===== src/rtl/seg7_pkg.sv =====
// Shared definitions for the 7-segment display blocks: glyph table constants,
// blanking codes and small types for nibbles and digit indices.
package seg7_pkg;

    typedef logic [3:0] nibble_t;
    typedef logic [1:0] digit_idx_t;

    // Segment order is {g,f,e,d,c,b,a}, active low.
    localparam logic [6:0] GLYPH_0 = 7'b1000000;
    localparam logic [6:0] GLYPH_1 = 7'b1111001;
    localparam logic [6:0] GLYPH_2 = 7'b0100100;
    localparam logic [6:0] GLYPH_3 = 7'b0110000;
    localparam logic [6:0] GLYPH_4 = 7'b0011001;
    localparam logic [6:0] GLYPH_5 = 7'b0010010;
    localparam logic [6:0] GLYPH_6 = 7'b0000010;
    localparam logic [6:0] GLYPH_7 = 7'b1111000;
    localparam logic [6:0] GLYPH_8 = 7'b0000000;
    localparam logic [6:0] GLYPH_9 = 7'b0010000;
    localparam logic [6:0] GLYPH_A = 7'b0001000;
    localparam logic [6:0] GLYPH_B = 7'b0000011;
    localparam logic [6:0] GLYPH_C = 7'b1000110;
    localparam logic [6:0] GLYPH_D = 7'b0100001;
    localparam logic [6:0] GLYPH_E = 7'b0000110;
    localparam logic [6:0] GLYPH_F = 7'b0001110;

    localparam logic [6:0] SEG_OFF = 7'b1111111;
    localparam logic [3:0] AN_OFF  = 4'b1111;

    // Active-low one-cold anode pattern for a digit position.
    function automatic logic [3:0] anode_sel(input digit_idx_t idx);
        return ~(4'b0001 << idx);
    endfunction

endpackage


===== src/rtl/hex7seg_dec.sv =====
// Combinational hex-to-7-segment decoder producing active-low segments.
// Shared by the scanned display and the single-digit counter display.
module hex7seg_dec
    import seg7_pkg::*;
(
    input  nibble_t    nibble_i,
    output logic [6:0] seg_o
);

    always_comb begin
        seg_o = SEG_OFF;
        case (nibble_i)
            4'h0: seg_o = GLYPH_0;
            4'h1: seg_o = GLYPH_1;
            4'h2: seg_o = GLYPH_2;
            4'h3: seg_o = GLYPH_3;
            4'h4: seg_o = GLYPH_4;
            4'h5: seg_o = GLYPH_5;
            4'h6: seg_o = GLYPH_6;
            4'h7: seg_o = GLYPH_7;
            4'h8: seg_o = GLYPH_8;
            4'h9: seg_o = GLYPH_9;
            4'hA: seg_o = GLYPH_A;
            4'hB: seg_o = GLYPH_B;
            4'hC: seg_o = GLYPH_C;
            4'hD: seg_o = GLYPH_D;
            4'hE: seg_o = GLYPH_E;
            4'hF: seg_o = GLYPH_F;
            default: seg_o = SEG_OFF;
        endcase
    end

endmodule


===== src/rtl/seg7_scan_mux4.sv =====
// Four-digit time-multiplexed 7-segment driver with per-slot anti-ghosting
// blank, once-per-frame input snapshot, leading-zero blanking and digit enables.
module seg7_scan_mux4
    import seg7_pkg::*;
#(
    parameter int REFRESH_DIV = 100000,
    parameter int BLANK_CYC   = 2000
)
(
    input  logic        clk,
    input  logic        rst,
    input  logic [15:0] value,
    input  logic [3:0]  dp_in,
    input  logic [3:0]  digit_en,
    input  logic        blank_lz,
    output logic [6:0]  SEG,
    output logic        DP,
    output logic [3:0]  AN,
    output logic        frame_tick
);

    localparam int CW = (REFRESH_DIV > 1) ? $clog2(REFRESH_DIV) : 1;
    localparam logic [CW-1:0] SLOT_LAST = CW'(REFRESH_DIV - 1);
    localparam logic [CW-1:0] BLANK_LIM = CW'(BLANK_CYC);

    typedef enum logic {
        ST_BLANK,
        ST_SHOW
    } slot_state_t;

    logic [CW-1:0] slotCnt_q, slotCnt_d;
    digit_idx_t    digitIdx_q, digitIdx_d;
    logic [15:0]   valueSnap_q, valueSnap_d;
    logic [3:0]    dpSnap_q, dpSnap_d;
    logic [3:0]    enSnap_q, enSnap_d;
    logic          lzSnap_q, lzSnap_d;

    logic [3:0]    an_q, an_d;
    logic [6:0]    seg_q, seg_d;
    logic          dp_q, dp_d;
    logic          frameTick_q, frameTick_d;

    slot_state_t   slotState;
    logic          frameStart;
    logic          zeroAbove;
    logic          suppressed;
    nibble_t       curNib;
    logic [6:0]    glyph;

    hex7seg_dec u_dec (
        .nibble_i (curNib),
        .seg_o    (glyph)
    );

    // Outputs are decoded from the snapshot as it will be after this edge, so
    // the digit-0 slot already uses the freshly captured frame.
    always_comb begin
        frameStart  = (slotCnt_q == '0) && (digitIdx_q == 2'd0);
        frameTick_d = frameStart;

        valueSnap_d = frameStart ? value    : valueSnap_q;
        dpSnap_d    = frameStart ? dp_in    : dpSnap_q;
        enSnap_d    = frameStart ? digit_en : enSnap_q;
        lzSnap_d    = frameStart ? blank_lz : lzSnap_q;

        slotCnt_d  = slotCnt_q + CW'(1);
        digitIdx_d = digitIdx_q;
        if (slotCnt_q == SLOT_LAST) begin
            slotCnt_d  = '0;
            digitIdx_d = digitIdx_q + 2'd1;
        end

        slotState = (slotCnt_q < BLANK_LIM) ? ST_BLANK : ST_SHOW;

        curNib = valueSnap_d[{digitIdx_q, 2'b00} +: 4];

        zeroAbove = 1'b0;
        case (digitIdx_q)
            2'd0: zeroAbove = 1'b0;
            2'd1: zeroAbove = (valueSnap_d[15:4]  == 12'h000);
            2'd2: zeroAbove = (valueSnap_d[15:8]  == 8'h00);
            2'd3: zeroAbove = (valueSnap_d[15:12] == 4'h0);
            default: zeroAbove = 1'b0;
        endcase
        suppressed = !enSnap_d[digitIdx_q] || (lzSnap_d && zeroAbove);

        an_d  = AN_OFF;
        seg_d = SEG_OFF;
        dp_d  = 1'b1;
        if (slotState == ST_SHOW && !suppressed) begin
            an_d  = anode_sel(digitIdx_q);
            seg_d = glyph;
            dp_d  = ~dpSnap_d[digitIdx_q];
        end
    end

    always_ff @(posedge clk or posedge rst) begin
        if (rst) begin
            slotCnt_q   <= '0;
            digitIdx_q  <= 2'd0;
            valueSnap_q <= 16'h0000;
            dpSnap_q    <= 4'h0;
            enSnap_q    <= 4'h0;
            lzSnap_q    <= 1'b0;
            an_q        <= AN_OFF;
            seg_q       <= SEG_OFF;
            dp_q        <= 1'b1;
            frameTick_q <= 1'b0;
        end else begin
            slotCnt_q   <= slotCnt_d;
            digitIdx_q  <= digitIdx_d;
            valueSnap_q <= valueSnap_d;
            dpSnap_q    <= dpSnap_d;
            enSnap_q    <= enSnap_d;
            lzSnap_q    <= lzSnap_d;
            an_q        <= an_d;
            seg_q       <= seg_d;
            dp_q        <= dp_d;
            frameTick_q <= frameTick_d;
        end
    end

    assign AN         = an_q;
    assign SEG        = seg_q;
    assign DP         = dp_q;
    assign frame_tick = frameTick_q;

endmodule


===== config.mk =====
export PLATFORM = sky130hd
export DESIGN_NAME = seg7_scan_mux4
export DESIGN_NICKNAME = d
export VERILOG_FILES = /design/src/rtl/seg7_pkg.sv /design/src/rtl/hex7seg_dec.sv /design/src/rtl/seg7_scan_mux4.sv
export SDC_FILE = /design/constraint.sdc
export NUM_CORES = 1
export LEC_CHECK = 0
export ABC_CLOCK_PERIOD_IN_PS = 3400
export BUFFER_PORTS_ARGS = -buffer_cell sky130_fd_sc_hd__clkbuf_2
export CORE_UTILIZATION = 46
export DETAILED_ROUTE_END_ITERATION = 16
export GPL_TIMING_DRIVEN = 0
export PLACE_DENSITY_LB_ADDON = 0.25
export SLEW_MARGIN = 0
export SYNTH_ARGS = -nofsm -noshare
export SYNTH_HDL_FRONTEND = slang
export SYNTH_SLANG_ARGS = --single-unit

===== constraint.sdc =====
create_clock -name clk -period 3.4 [get_ports clk]
set_input_delay 0.34 -clock clk [delete_from_list [all_inputs] [get_ports clk]]
set_output_delay 0.34 -clock clk [all_outputs]
set_load 0.1 [all_outputs]

==> results, run 1 <==
- The flow ran to the end, but the final reports show violations.
- The final reports fail on DRC.
- The static leakage power is 1.74 nW.
- The global-route wire length before repair is 11.5 mm.
- The maximum fanout along the worst path is 12.
- The clock skew after layout is 0.00889 ns.
- Walking the worst path, the cells encountered are inv_2, buf_8, ha_1, nor4b_4, and3_1, clkbuf_4, nand2_8, mux4_2, mux2i_4, buf_4, ha_2, a21boi_0, a311o_1, a22oi_2, o21ai_1.
- In this run the clock root is driven by a sky130_fd_sc_hd__clkbuf_8.
- The pin count of the biggest net entering global routing is 31.
- The total track usage is 0.212.
- The cell type contributing the most total cell area after synthesis is sky130_fd_sc_hd__dfrtp_1.
- The endpoint identified for the worst register-to-register timing path is SEG[0].
- The data required time of the critical path is between 3 and 4 ns.
- Across the whole layout, storage elements account for 0.00144 sq mm.
- The chip width is 84.3 um.
- Synthesis produced a netlist whose cell count is between 300 and 400.
- In the finished design, the share of the clock period the worst path needs comes to 0.972.
- The worst voltage drop across the vdd grid is 0.000276 V.
- The synthesized netlist contains 49 unique library cells.
- The share of the synthesized area in the top cell type is 0.362.
- The final estimated routing congestion in global placement is 0.829.
- The detailed router put a total of approximately 3.4 mm of wire on met1.
- For this design the total switching power over the nets is 326 uW.
- The count of buffers added on input and output ports is 39.
- The depth of the most critical reg-to-reg path is 15.
- The wire-length estimate of the detail-placed layout is slightly below 5 mm.
- Setup violations remaining at the end of the flow were counted as 0.
- The minimum setup slack among reg-to-reg paths is 0.09 ns.
- The max-capacitance violation count is 0.
- After detailed placement, the design holds a cell count of between 400 and 500.
- For this run, the post-layout net count is a little over 400.
- In the final layout, the share of cells above drive strength 1 is 0.295.
- The worst setup path is captured at a register.
- The H-tree was split into 3 levels.
- In the post-synthesis netlist, the biggest area contributors are sky130_fd_sc_hd__dfrtp_1, sky130_fd_sc_hd__nand2_1, sky130_fd_sc_hd__dfstp_2, sky130_fd_sc_hd__mux4_2, sky130_fd_sc_hd__ha_1.
- In the synthesized netlist the dominant register cell turns out to be sky130_fd_sc_hd__dfrtp_1.
- The post-synth net total is 350.
- The number of clock sinks is between 50 and 60.
- The number of synthesized register bits is 57.
- The slowest stage of the critical path belongs to the cell sky130_fd_sc_hd__mux4_2.
- Detailed routing placed a total of approximately 3.1 mm of wire on met2.
- Clock latency on the worst-skew pair, taken at its later pin, is 0.33 ns.
- The post-synthesis sequential area ratio is 0.463.
- The critical path contains buffers and inverters numbering 4 combined.
- In the synthesized netlist the async set-or-reset flop fraction comes to 1.00.
- The sequential cell fraction of total power is 0.514.
- Summed over all layers, the routed wires come to 6.90 mm.
- The total vias in the final route is roughly 2500.
- In the routed layout, each cell is associated on average with a via count of 5.46.
- The number of core rows is 29.
- The worst register-to-register path begins at digitIdx_q[1].
- Yosys printed 0 warnings.
- STA puts the critical path data arrival time at ~3.6 ns.
- Measured against its own limit, the worst slew margin works out to 0.583.
- The vertical die dimension is around 84 um.
- The class of the most critical setup path is register to register.
- For this design the top-level I/O count stands at 40.
- The worst setup path is launched from a register.
- The clock input transition at the sequential cells of the worst setup and hold paths is 0.07 ns.
- The area of the multi-input gates is ~0.0016 sq mm.
- Of the total power, the share spent switching nets is 0.239.
- After the first detailed-routing iteration, the DRC count stood at 135.
- Hold timing on the final database bottoms out at a slack of 0.0702 ns.
- The kind of cell adding the most delay to the critical path is multiplexers.
- The average detailed-routed wire length per instance is 15.3 um.
- The count of flip-flops with a built-in enable after synthesis is 0.
- For this configuration, the core starts out at a cell density of 0.482.
- For the final routed database, the setup TNS stands at 0 ns.
- The number of fillers in the final layout is 568.
- The buffer levels on the longest clock path is 2.
- The combinational fraction of design power is 0.075.
- Cell internal power was estimated by the tool at 1.04 mW.
- The average instance in the mapped netlist occupies 10.0 sq um.
- The smallest clock period supported by the final layout is computed as 3.31 ns.
- Based on the critical path, the design can be clocked at up to about 300 MHz.
- Summing every instance area after synthesis gives 0.00311 sq mm.
- The detailed-routed wire length on met3 is 296 um.
- The class of the worst hold path is input pin to asynchronous set/reset pin.
- Dividing total power by cell area gives a power density of ~370 mW/mm^2.
- The count of cells in the finished layout, fillers not included, comes to between 400 and 500.
- The total power is 1.37 mW.
- The highest layer used for signal routing is met4.
- The core region is 0.00646 sq mm.
- The residual DRC count is 2.
- In this design, the stage delay of the slowest critical-path cell is around 0.5 ns.
- Before antenna repair, the detailed router went through 10 iterations.
- The hold buffer count at cts is 0.
- After synthesis, the most frequently instantiated cells are sky130_fd_sc_hd__nand2_1, sky130_fd_sc_hd__dfrtp_1, sky130_fd_sc_hd__ha_1, sky130_fd_sc_hd__nand3_1.
- The share of total power dissipated in the clock network is 0.411.
- For the pin with the worst max-slew slack, the measured transition is roughly 0.63 ns.
- The number of antenna violations at the first check in global routing was 0.
- Among all cell types in the netlist, the one instantiated most often is sky130_fd_sc_hd__nand2_1.
- The relative area change from synthesis to final layout is 20.2%.
- The number of global-route vias before repair is 2340.
- At the end of the flow the core is filled with cells to 0.580.
- The number of hold-slack violations in the final timing report came to 0.
- Global routing finished with a remaining overflow of 0.
- The CTS tree is built.
- The floorplan step defined a die boundary enclosing 0.00710 sq mm.
- The number of pins with negative max-slew slack in the final report is 0.
- The post-detailed-route count of antenna-violating nets is 0.
- The number of inserted diodes is 0.
- The number of buffers added by the clock tree synthesis step is 9.
-- worst max path at each step --
stage               slack [ns]          start      to  cells past startpoint
global placement         -0.59  digitIdx_q[1]  SEG[0]                     15
detailed placement       -0.62  digitIdx_q[1]  SEG[0]                     15
finish                    0.09  digitIdx_q[1]  SEG[0]                     15
CTS                      0.006  digitIdx_q[1]  SEG[0]                     15
global route             -0.03  digitIdx_q[1]  SEG[0]                     15
floorplan                 0.02  digitIdx_q[1]  SEG[0]                     15
-- cell families (layout without fill, tap and decap cells) --
family          after synthesis  in the layout  synth area share
flops                        57             57             0.463
buf+inv                      21             84            0.0285
simple gates                147            147             0.225
xor+xnor                     14             14            0.0394
fa+ha+maj                    13             13            0.0522
mux                          20             20             0.107
compound gates               38             38            0.0852
-- layer usage --
| layer | global-route usage | vias up |
|---|---|---|
| li1 | - | 1193 |
| met3 | 0.0413 | 11 |
| met5 | 0 | - |
| met1 | 0.302 | 1184 |
| met4 | 0.0940 | 0 |
| met2 | 0.314 | 67 |
-- cell type report --
cell class | instances | area share
Sequential cell | 57 | 0.385
Clock buffer | 13 | 0.0424
Inverter | 9 | 0.0104
Buffer | 11 | 0.0204
Multi-Input combinational cell | 232 | 0.435
Timing Repair Buffer | 48 | 0.0768
Tap cell | 77 | 0.0257
Clock inverter | 3 | 0.00401
-- state kept, by name (all words and copies together) (netlist names) --
name / flops
enSnap_q: 4
DP: 1
SEG: 7
dpSnap_q: 4
slotCnt_q: 17
lzSnap_q: 1
digitIdx_q: 2
AN: 4
frame_tick: 1
valueSnap_q: 16
-- power by group through the flow --
| stage | clock (mW) | combinational [mW] | sequential (mW) |
|---|---|---|---|
| final | 0.563 | 0.102 | 0.703 |
| after global routing | 0.609 | 0.115 | 0.704 |
| after CTS | 0.573 | 0.102 | 0.703 |
| after detailed placement | 0 | 0.0990 | 0.715 |
| after global placement | 0 | 0.0938 | 0.714 |
| after floorplan | 0 | 0.0615 | 0.712 |
-- cell usage in the layout, fill, tap and decap left out, drive strengths merged, types with 3 or more instances in the layout --
cell	n
and3	5
nand4	3
a21oi	10
nand2b	5
mux2i	4
xor2	8
nor2	12
inv	8
nand2	89
clkinv	4
nand3	13
nor4	6
clkbuf	59
dfrtp	45
mux4	9
buf	13
xnor2	6
or3	3
o21ai	6
a21boi	3
or4	3
o211ai	4
ha	13
mux2	7
nor3	4
dfstp	12
-- timing repair --
item,4_1_cts,5_1_grt
gates resized for setup,10,6
setup buffers,3,5
pin swaps,0,2
endpoints found under the setup margin,7,6
-- through the flow --
step           setup slack (ns)  area (sq um)
4_1_cts                 0.00550          3680
5_1_grt                 -0.0286          3740
3_5_place_dp             -0.623          3450
6_report                 0.0945          3740
3_3_place_gp             -0.592          3430
2_1_floorplan            0.0230          3130
(Power assumes the default switching activity.)
==> run 2, diff against run 1 <==
--- a/config.mk
+++ b/config.mk
@@ -9,9 +9,10 @@
 export BUFFER_PORTS_ARGS = -buffer_cell sky130_fd_sc_hd__clkbuf_2
 export CORE_UTILIZATION = 46
 export DETAILED_ROUTE_END_ITERATION = 16
-export GPL_TIMING_DRIVEN = 0
+export GPL_TIMING_DRIVEN = 1
 export PLACE_DENSITY_LB_ADDON = 0.25
 export SLEW_MARGIN = 0
 export SYNTH_ARGS = -nofsm -noshare
 export SYNTH_HDL_FRONTEND = slang
 export SYNTH_SLANG_ARGS = --single-unit
+export TNS_END_PERCENT = 5
==> results, run 2 (same netlist as run 1, synthesis figures left out) <==
- The flow ran to the end, but the final reports show violations.
- The checks that failed: DRC.
- The clock skew after layout is 0.00525 ns (-0.00364 ns).
- The number of detailed-routing iterations run before antenna repair is 11 (+1).
- The proportion of layout cells with a drive suffix above 1 came to 0.286 (-0.00880).
- The violation count after the first detailed-routing iteration came to 144 (+6.7%).
- The max-capacitance violation count is 0 (unchanged).
- The depth of the CTS H-tree came to 3 (unchanged).
- The total track usage came to 0.207 (-0.00491).
- The shortest period the worst path allows came to 3.19 ns (-0.114 ns).
- The flip-flop count of the largest register after layout is 17 (unchanged).
- The detailed-route vias per instance is 5.43 (-0.51%).
- The number of fillers in the final layout is 583 (+2.6%).
- The critical path goes through inv_1, ha_1, nor4b_2, and3_4, nand2_4, mux4_2, mux2i_4, inv_1, ha_1, a311o_1, a22oi_1, o21ai_1.
- The effective utilization at floorplan is 0.482 (unchanged).
- The data required time of the critical path is 3.66 ns (about the same).
- The total vias in the final route was 2410 (-1.8%).
- The buffering stage count on the worst path with inverters included is 2 (-2).
- The estimated wirelength of the detail-placed design was 4.83 mm (-2.2%).
- The endpoint arrival time on the critical path came to 3.45 ns (-0.11 ns).
- The critical path ends at SEG[0].
- The root buffer cell is sky130_fd_sc_hd__clkbuf_8.
- The minimum setup slack among reg-to-reg paths came to 0.21 ns (+0.11 ns).
- The core area is 0.00646 sq mm (unchanged).
- The area taken by flip-flops and latches is 0.00144 sq mm (about the same).
- The number of clock sinks is 57 (unchanged).
- The class of the most critical setup path is register to register.
- The post-route fraction of the period consumed by the critical path was 0.939 (-0.0334).
- The relative area change from synthesis to final layout is 17.8%.
- The power density relative to cell area is 385 mW/mm^2 (+5.3%).
- The maximum fanout along the worst path came to 12 (unchanged).
- The number of inserted diodes is 0 (unchanged).
- The number of global-route vias before repair is 2332 (-0.34%).
- The area of the multi-input gates is 0.00161 sq mm (-1.4%).
- The worst slew margin relative to its limit came to 0.288 (-0.294).
- The number of buffers added by the clock tree synthesis step is 9 (unchanged).
- The transition time of the tightest slew-check pin is 1.07 ns (+0.441 ns).
- The number of top-level pins is 40 (unchanged).
- The worst setup path is captured at a register.
- The depth of the most critical reg-to-reg path came to 12 (-3).
- The kind of cell adding the most delay to the critical path is multiplexers.
- The critical path starts at slotCnt_q[0].
- The static leakage power is 1.71 nW (-1.3%).
- The clock latency on the worst-skew pair is 0.33 ns (about the same).
- Ranked by flip-flop count, first place goes to slotCnt_q.
- The slowest cell on the critical path is sky130_fd_sc_hd__mux4_2.
- The chip width was 84.3 um (unchanged).
- The average detailed-routed wire length per instance was 15.1 um (-1.1%).
- The total negative setup slack came to 0 ns (unchanged).
- The hold buffer count at cts was 0 (unchanged).
- The number of hold-slack violations in the final timing report came to 0 (unchanged).
- The full die area is 0.00710 sq mm (unchanged).
- The global-route wire length before repair came to 11.3 mm (-1.1%).
- The area of all placed cells without fillers came to 0.00367 sq mm (-2.0%).
- The post-detailed-placement cell area came to 0.00346 sq mm (+0.51%).
- The total wire length after detailed routing came to 6.73 mm (-2.5%).
- The number of core rows was 29 (unchanged).
- In this run the worst hold path is classified as input pin to register.
- The CTS tree is built.
- The worst setup path is launched from a register.
- The vertical die dimension is 84.3 um (unchanged).
- The number of buffers inserted by port buffering is 39 (unchanged).
- The number of endpoints failing setup at the final stage is 0 (unchanged).
- The buffer levels on the longest clock path is 2 (unchanged).
- The worst voltage drop across the vdd grid came to 0.000264 V (-4.2%).
- The number of cells on the critical path is 12 (-3).
- The final estimated routing congestion in global placement was 0.835 (+0.72%).
- The startpoint identified for the worst register-to-register timing path is slotCnt_q[0].
- The post-detailed-route count of antenna-violating nets is 0 (unchanged).
- The library cell used most frequently in the layout, excluding fill and tap cells, is sky130_fd_sc_hd__nand2_1.
- The number of antenna violations at the first check in global routing is 0 (unchanged).
- The final net count is 402 (-1.5%).
- The total power came to 1.41 mW (+3.2%).
- The residual DRC count was 2 (unchanged).
- The largest incremental delay on the critical path is 0.51 ns (+0.02 ns).
- The worst flop-to-flop path endpoint is SEG[0].
- The pin count of the biggest net entering global routing is 53 (+71%).
- The number of pins with negative max-slew slack in the final report is 0 (unchanged).
- The clock input transition at the sequential cells of the worst setup and hold paths is 0.06 ns (about the same).
- The peak clock frequency supported by timing is 313 MHz (+3.6%).
- The total congestion overflow after global routing is 0 (unchanged).
- In the layout the commonest cells are sky130_fd_sc_hd__nand2_1, sky130_fd_sc_hd__dfrtp_1, sky130_fd_sc_hd__clkbuf_2.
- Setup repair after global routing left no endpoint under its margin.
[run 2: changes by cell type in the layout (fill, tap and decap cells not counted), moves of 2 or more]
cell | before | now
sky130_fd_sc_hd__buf_12 | 2 | 0
sky130_fd_sc_hd__buf_4 | 7 | 14
sky130_fd_sc_hd__buf_8 | 2 | 0
sky130_fd_sc_hd__clkbuf_1 | 8 | 3
sky130_fd_sc_hd__ha_1 | 11 | 13
sky130_fd_sc_hd__ha_2 | 2 | 0
[run 2: final cells by class]
cell class / count / share of cell area
well taps: 77 / 0.0263
multi-input cells: 232 / 0.438
flip-flops and latches: 57 / 0.393
inverters: 9 / 0.00955
clock inverters: 3 / 0.0109
clock buffers: 13 / 0.0406
repair buffers: 53 / 0.0819
[run 2: worst min path at each step]
stage	endpoint	startpoint	cells after the start
finish	enSnap_q[1]	digit_en[1]	3
global route	enSnap_q[3]	digit_en[3]	3
CTS	enSnap_q[1]	digit_en[1]	3
detailed placement	valueSnap_q[1]	valueSnap_q[1]	2
global placement	dpSnap_q[0]	dpSnap_q[0]	2
floorplan	dpSnap_q[0]	dpSnap_q[0]	2
[run 2: power by group]
part	internal, mW	total [mW]	switching, mW
Combinational	0.0415	0.0957	0.0542
Clock	0.357	0.612	0.255
Sequential	0.694	0.704	0.00940
Total	1.09	1.41	0.319
[run 2: per-layer routing]
layer | global-route usage | vias up | routed length [um]
li1 | - | 1180 | -
met2 | 0.311 | 52 | 3070
met1 | 0.295 | 1174 | 3300
met5 | 0 | - | 0
met4 | 0.0721 | 0 | 51
met3 | 0.0482 | 4 | 305
[run 2: metrics by stage]
step / hold slack (ns) / util / instances / setup slack (ns)
4_1_cts: 0.208 / 0.565 / 443 / 0.0790
3_5_place_dp: 0.451 / 0.536 / 427 / 0.122
6_report: 0.221 / 0.568 / 444 / 0.208
2_1_floorplan: 0.429 / - / 310 / 0.0230
5_1_grt: 0.221 / 0.568 / 444 / 0.00787
3_3_place_gp: 0.444 / 0.536 / 427 / 0.202
[run 2: tightest hold or removal path: cells and delay by family]
| kind | cells | cell delay, ns |
|---|---|---|
| buffers and inverters | 1 | 0.08 |
| and+or+nand+nor | 2 | 0.09 |
[run 2: repair_timing]
action	4_1_cts	5_1_grt
endpoints found under the setup margin	0	6
buffers inserted	0	1
resized for setup	0	3
